<file path="src/rtl/fft16_out_serializer_if.sv">
// Bus bundle for the FFT output serializer: frame capture handshake on the
// input side and the per-bin valid/ready stream on the output side.
interface fft16_out_serializer_if #(
    parameter int OUT_W = 16
);
    logic             frame_valid;
    logic             frame_ready;
    logic [271:0]     data_i_R;
    logic [271:0]     data_i_I;
    logic             out_valid;
    logic             out_ready;
    logic [OUT_W-1:0] out_R;
    logic [OUT_W-1:0] out_I;
    logic [3:0]       out_idx;
    logic             out_last;
    logic             frame_drop;

    // Serializer side: consumes frames, produces the beat stream.
    modport slave (
        input  frame_valid, data_i_R, data_i_I, out_ready,
        output frame_ready, out_valid, out_R, out_I, out_idx, out_last, frame_drop
    );

    // Environment side: produces frames, consumes the beat stream.
    modport master (
        output frame_valid, data_i_R, data_i_I, out_ready,
        input  frame_ready, out_valid, out_R, out_I, out_idx, out_last, frame_drop
    );
endinterface

</file>
<file path="src/rtl/fft16_out_serializer.sv">
// Output stage of the 16-point FFT. Captures a whole 16-bin complex frame in
// one cycle and streams it one bin per cycle, optionally in bit-reversed
// order, with round-half-up and saturation down to OUT_W bits. A new frame
// can be captured in the same cycle the previous frame's last bin is taken.
module fft16_out_serializer #(
    parameter int OUT_W  = 16,
    parameter bit BITREV = 1'b0
) (
    input  logic                  clk,
    input  logic                  rst,
    fft16_out_serializer_if.slave bus
);
    localparam int S  = 17 - OUT_W;
    localparam int SH = (S > 0) ? S : 1;

    typedef enum logic [0:0] {
        ST_IDLE = 1'b0,
        ST_SEND = 1'b1
    } state_t;

    // Extract the 17-bit sample of bin k from a packed frame vector.
    function automatic logic [16:0] get_bin(input logic [271:0] vec, input logic [3:0] k);
        int unsigned base;
        base = 32'(k) * 32'd17;
        return vec[base +: 17];
    endfunction

    // Map the beat counter to the bin index emitted on that beat.
    function automatic logic [3:0] out_index(input logic [3:0] c);
        logic [3:0] idx;
        if (BITREV) begin
            idx = {c[0], c[1], c[2], c[3]};
        end else begin
            idx = c;
        end
        return idx;
    endfunction

    // Round half up by S bits, then clamp to the signed OUT_W range.
    // Only a positive value plus the rounding carry can leave the range.
    function automatic logic [OUT_W-1:0] round_sat(input logic [16:0] x);
        logic signed [17:0] ext;
        logic signed [17:0] sum;
        logic signed [17:0] y;
        logic signed [17:0] res;
        logic signed [17:0] max_v;
        logic signed [17:0] min_v;
        ext   = {x[16], x};
        max_v = (18'sd1 <<< (OUT_W - 1)) - 18'sd1;
        min_v = -(18'sd1 <<< (OUT_W - 1));
        if (S == 0) begin
            res = ext;
        end else begin
            sum = ext + (18'sd1 <<< (SH - 1));
            y   = sum >>> SH;
            if (y > max_v) begin
                res = max_v;
            end else if (y < min_v) begin
                res = min_v;
            end else begin
                res = y;
            end
        end
        return res[OUT_W-1:0];
    endfunction

    state_t           state_q, state_d;
    logic [3:0]       cnt_q, cnt_d;
    logic [271:0]     cap_r_q, cap_r_d;
    logic [271:0]     cap_i_q, cap_i_d;
    logic [OUT_W-1:0] out_r_q, out_r_d;
    logic [OUT_W-1:0] out_i_q, out_i_d;
    logic             frame_drop_q, frame_drop_d;
    logic             frame_ready_s;
    logic             capture_s;
    logic             beat_s;
    logic [OUT_W-1:0] load_r_s;
    logic [OUT_W-1:0] load_i_s;

    // Next-state, counter, capture register and output-sample selection.
    always_comb begin
        frame_ready_s = (state_q == ST_IDLE) || (bus.out_ready && (cnt_q == 4'd15));
        capture_s     = bus.frame_valid && frame_ready_s;
        beat_s        = (state_q == ST_SEND) && bus.out_ready;
        // First beat of a freshly captured frame comes straight from the inputs.
        load_r_s      = round_sat(get_bin(bus.data_i_R, out_index(4'd0)));
        load_i_s      = round_sat(get_bin(bus.data_i_I, out_index(4'd0)));

        state_d      = state_q;
        cnt_d        = cnt_q;
        cap_r_d      = cap_r_q;
        cap_i_d      = cap_i_q;
        out_r_d      = out_r_q;
        out_i_d      = out_i_q;
        frame_drop_d = bus.frame_valid && !frame_ready_s;

        case (state_q)
            ST_IDLE: begin
                if (capture_s) begin
                    state_d = ST_SEND;
                    cnt_d   = 4'd0;
                    cap_r_d = bus.data_i_R;
                    cap_i_d = bus.data_i_I;
                    out_r_d = load_r_s;
                    out_i_d = load_i_s;
                end else begin
                    state_d = ST_IDLE;
                end
            end
            ST_SEND: begin
                if (beat_s) begin
                    if (cnt_q == 4'd15) begin
                        if (capture_s) begin
                            state_d = ST_SEND;
                            cnt_d   = 4'd0;
                            cap_r_d = bus.data_i_R;
                            cap_i_d = bus.data_i_I;
                            out_r_d = load_r_s;
                            out_i_d = load_i_s;
                        end else begin
                            state_d = ST_IDLE;
                            cnt_d   = 4'd0;
                        end
                    end else begin
                        cnt_d   = cnt_q + 4'd1;
                        out_r_d = round_sat(get_bin(cap_r_q, out_index(cnt_q + 4'd1)));
                        out_i_d = round_sat(get_bin(cap_i_q, out_index(cnt_q + 4'd1)));
                    end
                end else begin
                    state_d = ST_SEND;
                end
            end
            default: begin
                state_d = ST_IDLE;
                cnt_d   = 4'd0;
            end
        endcase
    end

    // State and datapath registers with synchronous reset.
    always_ff @(posedge clk) begin
        if (rst) begin
            state_q      <= ST_IDLE;
            cnt_q        <= 4'd0;
            cap_r_q      <= 272'd0;
            cap_i_q      <= 272'd0;
            out_r_q      <= '0;
            out_i_q      <= '0;
            frame_drop_q <= 1'b0;
        end else begin
            state_q      <= state_d;
            cnt_q        <= cnt_d;
            cap_r_q      <= cap_r_d;
            cap_i_q      <= cap_i_d;
            out_r_q      <= out_r_d;
            out_i_q      <= out_i_d;
            frame_drop_q <= frame_drop_d;
        end
    end

    assign bus.frame_ready = frame_ready_s;
    assign bus.out_valid   = (state_q == ST_SEND);
    assign bus.out_idx     = out_index(cnt_q);
    assign bus.out_last    = (state_q == ST_SEND) && (cnt_q == 4'd15);
    assign bus.out_R       = out_r_q;
    assign bus.out_I       = out_i_q;
    assign bus.frame_drop  = frame_drop_q;
endmodule

</file>
<file path="src/flat_wrapper.sv">
// flat-port wrapper written by rule: the top's interface ports become plain ports
module fft16_out_serializer_flat 
#(
    parameter int OUT_W  = 16,
    parameter bit BITREV = 1'b0
)
  (clk, rst, bus_frame_valid, bus_data_i_R, bus_data_i_I, bus_out_ready, bus_frame_ready, bus_out_valid, bus_out_R, bus_out_I, bus_out_idx, bus_out_last, bus_frame_drop);
  fft16_out_serializer_if #(.OUT_W(OUT_W)) bus_i ();
  input  logic clk;
  input  logic rst;
  input wire logic [$bits(bus_i.frame_valid)-1:0] bus_frame_valid;
  input wire logic [$bits(bus_i.data_i_R)-1:0] bus_data_i_R;
  input wire logic [$bits(bus_i.data_i_I)-1:0] bus_data_i_I;
  input wire logic [$bits(bus_i.out_ready)-1:0] bus_out_ready;
  output wire logic [$bits(bus_i.frame_ready)-1:0] bus_frame_ready;
  output wire logic [$bits(bus_i.out_valid)-1:0] bus_out_valid;
  output wire logic [$bits(bus_i.out_R)-1:0] bus_out_R;
  output wire logic [$bits(bus_i.out_I)-1:0] bus_out_I;
  output wire logic [$bits(bus_i.out_idx)-1:0] bus_out_idx;
  output wire logic [$bits(bus_i.out_last)-1:0] bus_out_last;
  output wire logic [$bits(bus_i.frame_drop)-1:0] bus_frame_drop;
  assign bus_i.frame_valid = bus_frame_valid;
  assign bus_i.data_i_R = bus_data_i_R;
  assign bus_i.data_i_I = bus_data_i_I;
  assign bus_i.out_ready = bus_out_ready;
  assign bus_frame_ready = bus_i.frame_ready;
  assign bus_out_valid = bus_i.out_valid;
  assign bus_out_R = bus_i.out_R;
  assign bus_out_I = bus_i.out_I;
  assign bus_out_idx = bus_i.out_idx;
  assign bus_out_last = bus_i.out_last;
  assign bus_frame_drop = bus_i.frame_drop;
  fft16_out_serializer #(.OUT_W(OUT_W), .BITREV(BITREV)) u_core (.clk(clk), .rst(rst), .bus(bus_i));
endmodule
</file>
<file path="config.mk">
export PLATFORM = sky130hd
export DESIGN_NAME = fft16_out_serializer_flat
export DESIGN_NICKNAME = d
export VERILOG_FILES = /design/src/rtl/fft16_out_serializer_if.sv /design/src/rtl/fft16_out_serializer.sv /design/src/flat_wrapper.sv
export SDC_FILE = /design/constraint.sdc
export NUM_CORES = 1
export LEC_CHECK = 0
export BUFFER_PORTS_ARGS = -buffer_cell sky130_fd_sc_hd__buf_2
export CAP_MARGIN = 40
export CORE_MARGIN = 4
export CORE_UTILIZATION = 30
export CTS_CLUSTER_DIAMETER = 100
export DETAILED_ROUTE_END_ITERATION = 8
export PLACE_DENSITY = 0.59
export SLEW_MARGIN = 30
export SYNTH_ARGS = -nofsm -noshare
export SYNTH_HDL_FRONTEND = slang
export SYNTH_SLANG_ARGS = --single-unit
</file>
<file path="constraint.sdc">
create_clock -name clk -period 7.95 [get_ports clk]
set_input_delay 1.59 -clock clk [delete_from_list [all_inputs] [get_ports clk]]
set_output_delay 1.59 -clock clk [all_outputs]
set_load 0.03 [all_outputs]
</file>
* After elaboration in Yosys (flattened, before gate mapping)
Index checks and enable logic that the tools add are counted.
** Storage, ports and cells
- Bits in registers :: 582
- Input port bits :: 548
** Cells by class
- Add/subtract/negate cells :: 5
- Multipliers :: 1
- Order comparisons :: 8
- Equality and inequality tests :: 4
- Shift-type cells :: 2
- Mux-type cells :: 35
- Bitwise gates (word level) :: 1
- Reductions and logical operators :: 9
** Operators by type and width (number)
- $mux W272 :: 6
- $pmux W272 S2 :: 2
- $shiftx A272 B10 Y17 :: 2
- $mux W16 :: 14
- $add A17 B2 Y18 const B :: 4
- $gt A17 B16 Y1 const B :: 4
- $lt A17 B16 Y1 const B :: 4
- $pmux W16 S2 :: 2
- $mux W4 :: 6
- $mul A4 B5 Y9 const B :: 1
- $pmux W4 S2 :: 1
- $logic_and A1 B1 Y1 :: 5
- $add A4 B1 Y4 const B :: 1
- $eq A4 B4 Y1 const B :: 1
- $ne A2 B2 Y1 const B :: 2
- $reduce_and A2 Y1 :: 2
- $mux W1 :: 3
- $ne A2 B1 Y1 const B :: 1
- $pmux W1 S2 :: 1
- $logic_not A1 Y1 :: 1
- $logic_or A1 B1 Y1 :: 1
- $not A1 Y1 :: 1

* Logic depth before layout (Yosys ltp)
- Depth after elaboration :: 13
- Depth in mapped cells :: 17
- Mapped depth without buffers :: 13

* Worst setup path after synthesis
No wires, ideal clock.
- Path kind :: flip-flop to flip-flop
- Start point :: register u_core.cnt_q[0] (netlist: u_core.bus.out_idx[0])
- End point :: register u_core.out_r_q[5] (netlist: u_core.bus.out_R[5])
- Setup time :: 0.117 ns
- Arrival time :: 3.802 ns
- Required time :: 7.833 ns
- Slack :: 4.030 ns
- Cell stages (with the launch flop) :: 16
- Buffers on the path :: 3
- Clock period less this slack :: 3.920 ns
- Cell sequence :: dfxtp_1 -> ha_1 -> xor2_2 -> buf_6 -> buf_6 -> buf_2 -> mux4_2 -> a211oi_1 -> a31oi_1 -> ha_1 -> nand2_1 -> nor3_4 -> a32oi_4 -> o21ai_4 -> a211o_1 -> o2111a_1
** Between the ends
- Cells in the longest elaborated chain, start to end :: 13
- Elaborated cells between the ends (all ways) :: 19
** Ends and longest elaborated chain
- start, declared :: RTL line fft16_out_serializer.sv:68 : logic [3:0] cnt_q, cnt_d;
- start signal, assigned :: RTL line fft16_out_serializer.sv:152 : cnt_q <= cnt_d;
- $add A4 B1 Y4 :: RTL line fft16_out_serializer.sv:126 : out_r_d = round_sat(get_bin(cap_r_q, out_index(cnt_q + 4'd1)));
- $mux W4 :: RTL line fft16_out_serializer.sv:112 : if (cnt_q == 4'd15) begin
- $mux W4 :: RTL line fft16_out_serializer.sv:111 : if (beat_s) begin
- $mux W4 :: RTL line fft16_out_serializer.sv:97 : case (state_q)
- $mul A4 B5 Y9 :: RTL line fft16_out_serializer.sv:24 : base = 32'(k) * 32'd17;
- $shiftx A272 B10 Y17 :: RTL line fft16_out_serializer.sv:25 : return vec[base +: 17];
- $add A17 B2 Y18 :: RTL line fft16_out_serializer.sv:54 : sum = ext + (18'sd1 <<< (SH - 1));
- $lt A17 B16 Y1 :: RTL line fft16_out_serializer.sv:58 : end else if (y < min_v) begin
- $mux W16 :: RTL line fft16_out_serializer.sv:58
- $mux W16 :: RTL line fft16_out_serializer.sv:56 : if (y > max_v) begin
- $mux W16 :: RTL line fft16_out_serializer.sv:112
- $mux W16 :: RTL line fft16_out_serializer.sv:111
- $pmux W16 S2 * :: RTL line fft16_out_serializer.sv:97
- end signal, assigned :: RTL line fft16_out_serializer.sv:155 : out_r_q <= out_r_d;
- end, declared :: RTL line fft16_out_serializer.sv:71 : logic [OUT_W-1:0] out_r_q, out_r_d;
Mark *: on every way between the ends. The rest lies on a longest branch, timed or not. The select of a mux whose other input is x is not followed.
A chain may end at the register's enable or synchronous reset.

* Final worst setup path
- Start point :: register u_core.cnt_q[0] (netlist: u_core.bus.out_idx[0])
- End point :: register u_core.out_i_q[11] (netlist: u_core.bus.out_I[11])
** Between the ends
- Cells in the longest elaborated chain, start to end :: 13
- Elaborated cells between the ends (all ways) :: 19
** Ends and longest elaborated chain
- $add A4 B1 Y4 :: RTL line fft16_out_serializer.sv:127 : out_i_d = round_sat(get_bin(cap_i_q, out_index(cnt_q + 4'd1)));
- $mux W4 :: RTL line fft16_out_serializer.sv:112
- $mux W4 :: RTL line fft16_out_serializer.sv:111
- $mux W4 :: RTL line fft16_out_serializer.sv:97
- $mul A4 B5 Y9 :: RTL line fft16_out_serializer.sv:24
- $shiftx A272 B10 Y17 :: RTL line fft16_out_serializer.sv:25
- $add A17 B2 Y18 :: RTL line fft16_out_serializer.sv:54
- $lt A17 B16 Y1 :: RTL line fft16_out_serializer.sv:58
- $mux W16 :: RTL line fft16_out_serializer.sv:58
- $mux W16 :: RTL line fft16_out_serializer.sv:56
- $mux W16 :: RTL line fft16_out_serializer.sv:112
- $mux W16 :: RTL line fft16_out_serializer.sv:111
- $pmux W16 S2 * :: RTL line fft16_out_serializer.sv:97
- end signal, assigned :: RTL line fft16_out_serializer.sv:156 : out_i_q <= out_i_d;
- end, declared :: RTL line fft16_out_serializer.sv:72 : logic [OUT_W-1:0] out_i_q, out_i_d;
Marks and branches as above.

==> key figures <==
Run status
  – Status: completed

Routing
  – First-pass DRT Iterations: 6
  – Detailed Route WL: 102,000 um
  – Post-route ant nets: 0
  – Initial drt markers: 2,582
  – Via-per-instance ratio: 5.08
  – Drt wl/cell: 21.4 um
  – Via count: between 20,000 and 25,000
  – Drc violations: 0

Synthesis
  – Sequential fraction of the synthesis area: 44.1%
  – Synth Register Bits: 582
  – Fraction of registers with async set/reset: 0%
  – Mux share of post-synthesis cell area: between 10% and 20%
  – Synth top area cells: dfxtp_1 (44%), nand2_1 (16%), mux4_2 (11%)
  – Post-Syn Nets: between 3,000 and 4,000
  – Post-synthesis simple-gate area fraction: 20.2%
  – Average instance area after synthesis: roughly 8.5 um2
  – Cell Area, Synth: 26,400 um2
  – Number of synthesized flops with an enable pin: 0
  – Compound-gate portion of the synthesized area: between 10% and 20%
  – Top_reg_cell synth: dfxtp_1
  – Syn Inst Count: about 3,100
  – YS warnings: 0
  – Most common cell in the synthesized netlist: nand2_1
  – Commonest cells in the synthesized netlist: nand2_1 (1,145), dfxtp_1 (582), a21oi_1 (573)
  – Yosys top cell area share: 44.1%
  – Synth Area in Adders: 0.237%
  – Distinct cells, synth: 81
  – Synth area leader: dfxtp_1
  – Main combinational cell family by area after synthesis: simple AND/OR/NAND/NOR gates
  – Post-synthesis xor/xnor area fraction: 1.95%

Floorplanning
  – I/O pin cnt: ~590
  – Die H: between 300 and 400 um
  – DIE AREA: between 90,000 and 100,000 um2
  – Row count: 108
  – DIE WIDTH: 305 um
  – Core area: 87,000 um2
  – Initial core utilization: between 30% and 40%

Critical path
  – CP top delay family: multiplexers
  – Worst Path Max Fanout: 22
  – Worst-case reg-to-reg path depth: 11
  – FF-to-FF End: u_core.bus.out_I[11]
  – Crit path buf inv count: 1
  – Critical path cell sequence: ha_4, xnor2_4, buf_4, mux4_2, mux2i_1, ha_1, nand3_1, nor4_4, mux2i_1, nor2_4, a2111oi_2
  – WP data required: 8.44 ns
  – FF-to-FF setup slack: 3.37 ns
  – Crit. End Element: flip-flop
  – Reg-to-reg startpoint: u_core.bus.out_idx[0]
  – Crit path DAT: 5.07 ns
  – CP max stage delay: just over 0.6 ns
  – Kind of start point of the critical path: flip-flop
  – CP max-delay cell: xnor2_4
  – CP Class: reg2reg
  – Critical Path Most Common Cell: mux2i_1

Clocking
  – Htree depth: 3
  – Clk sink count: 582
  – CTS clk-pin slew, worst paths: 0.06 ns
  – Post-CTS Setup Inserts: 0
  – Hold_buf cts: 0
  – CTS tree: done
  – Clock Latency Late Sink: between 0.6 and 0.7 ns
  – Clock root buffer master: clkbuf_16
  – CTS resizes: 0
  – Cts bufs inserted: 69
  – Longest Clk Path Bufs: 3

Power and ir drop
  – VDD IR max: 0.000153 V
  – Power Density: 228 nW/um2
  – Leak pwr: 12.2 nW

GRT
  – Largest net degree at the start of global routing: 240
  – Vias in the first global route: 23,349
  – GRT Total Usage: 21.0%
  – First-pass GRT wire length: 149,000 um
  – Antenna violations before repair: 16
  – GRT Residual Overflow: 0

Min path
  – Hold Path Class: reg2reg
  – Hold Path Cell Cnt: 2
  – Worst hold endpoint: u_core.cap_r_q[222]
  – HP Start: u_core.cap_r_q[222]

Timing
  – Fraction of the cycle the final worst path needs: 57.6%
  – Worst clock skew: 0.0236 ns
  – Final number of setup-violating endpoints: 0
  – Worst-Margin Slew: a little under 0.9 ns
  – Setup TNS: 0 ns
  – Final hold violations: 0
  – Max Slew Vio Count: 0
  – Fin crit period: about 4.6 ns
  – Max Clk Rate: approximately 0.22 GHz
  – RSZ-0062 raised after global routing: false
  – Hold slack: about 0.45 ns
  – Max_slew headroom: between 40% and 50%

Cells and area
  – Synth-to-Final Area Change: 23.2%
  – Fill cell count: 9,145
  – Layout cells sized above 1: 25.4%
  – Final nets: roughly 4,100
  – Post-layout util: between 30 and 40%

Placed design
  – HPWL Detailed: 76,100 um
  – Placer Congestion: 0.862
  – Port Buffers: a little under 600

Flow run
  – Max Cap Viol: 0
## power breakdown
group          internal (mW)  leakage (nW)  switching, mW
registers               3.09          4.76          0.108
clock network           1.88          1.12           1.32
logic                  0.384          6.35          0.624
total                   5.35          12.2           2.05
## flip-flops by register name, indices dropped and copies added, names as in the netlist
signal,flops
u_core.bus.frame_drop,1
u_core.bus.out_I,16
u_core.bus.out_R,16
u_core.bus.out_idx,4
u_core.bus.out_valid,1
u_core.cap_i_q,272
u_core.cap_r_q,272
## layout by cell type (no fill, tap or decap), types with 15 or more instances in the layout
| cell type | Yosys | final |
|---|---|---|
| nand2_1 | 1145 | 1144 |
| buf_2 | 15 | 586 |
| dfxtp_1 | 582 | 581 |
| a21oi_1 | 573 | 573 |
| mux4_2 | 133 | 133 |
| mux2i_1 | 83 | 83 |
| nor2_1 | 74 | 72 |
| clkbuf_16 | 0 | 69 |
| nand3_1 | 32 | 32 |
| xnor2_1 | 30 | 30 |
| xor2_1 | 22 | 21 |
| buf_4 | 8 | 19 |
| clkbuf_1 | 187 | 17 |
| o21ai_0 | 15 | 15 |
## metal layers
| metal | global-route usage [%] | part of all wire [%] |
|---|---|---|
| met5 | 0 | 0.050 |
| met3 | 3.23 | 6.6 |
| met1 | 27.5 | 42 |
| met2 | 34.6 | 48 |
| met4 | 8.57 | 4.2 |
## how the worst max path moves through the flow
stage | startpoint | to | slack, ns | depth (start not counted)
finish | u_core.bus.out_idx[0] | u_core.bus.out_I[11] | 3.37 | 11
global route | u_core.bus.out_idx[0] | u_core.bus.out_R[9] | 3.06 | 14
CTS | u_core.bus.out_idx[0] | u_core.bus.out_R[5] | 3.32 | 14
detailed placement | bus_out_ready | u_core.cap_r_q[158] | 3.22 | 9
global placement | u_core.bus.out_idx[0] | u_core.bus.out_R[7] | 2.91 | 14
floorplan | u_core.bus.out_idx[0] | u_core.bus.out_R[5] | 4.03 | 15
## layout make-up
cell class                 count  area [um2]  area share, %
antenna                        7        17.5         0.0539
clock buffer                  96        1930           5.93
sequential                   582       11700           35.9
multi-input combinational   2282       13700           42.1
clock inverter                27         359           1.10
timing repair buffer         622        3400           10.4
inverter                       8        30.0         0.0924
tap                         1155        1450           4.45
## worst reg2reg max path, cell delays in order, from the launching register on
cell	delay, ns
dfxtp_4	0.47
ha_4	0.29
xnor2_4	0.62
buf_4	0.54
mux4_2	0.62
mux2i_1	0.16
ha_1	0.20
nand3_1	0.30
nor4_4	0.28
mux2i_1	0.48
nor2_4	0.17
a2111oi_2	0.34
## cell families (layout without fill, tap and decap cells)
group,count (synthesis),in the layout
AND/OR/NAND/NOR,1328,1328
AO/OA/AOI/OAI,668,668
flip-flops,582,582
buffers and inverters,246,753
multiplexers,226,226
XOR/XNOR,55,55
adder cells (fa/ha/maj),5,5
other,0,7
## through the flow
stage | instances | setup slack (ns) | total power, mW | cell area (um2)
global placement | 4638 | 2.91 | 4.24 | 30000
finish | 4779 | 3.37 | 7.40 | 32500
CTS | 4768 | 3.32 | 7.45 | 32400
global route | 4779 | 3.06 | 7.68 | 32500
detailed placement | 4645 | 3.22 | 4.26 | 30100
floorplan | 3110 | 4.03 | 3.82 | 26400
No activity file was read; power rests on OpenSTA's default activity.
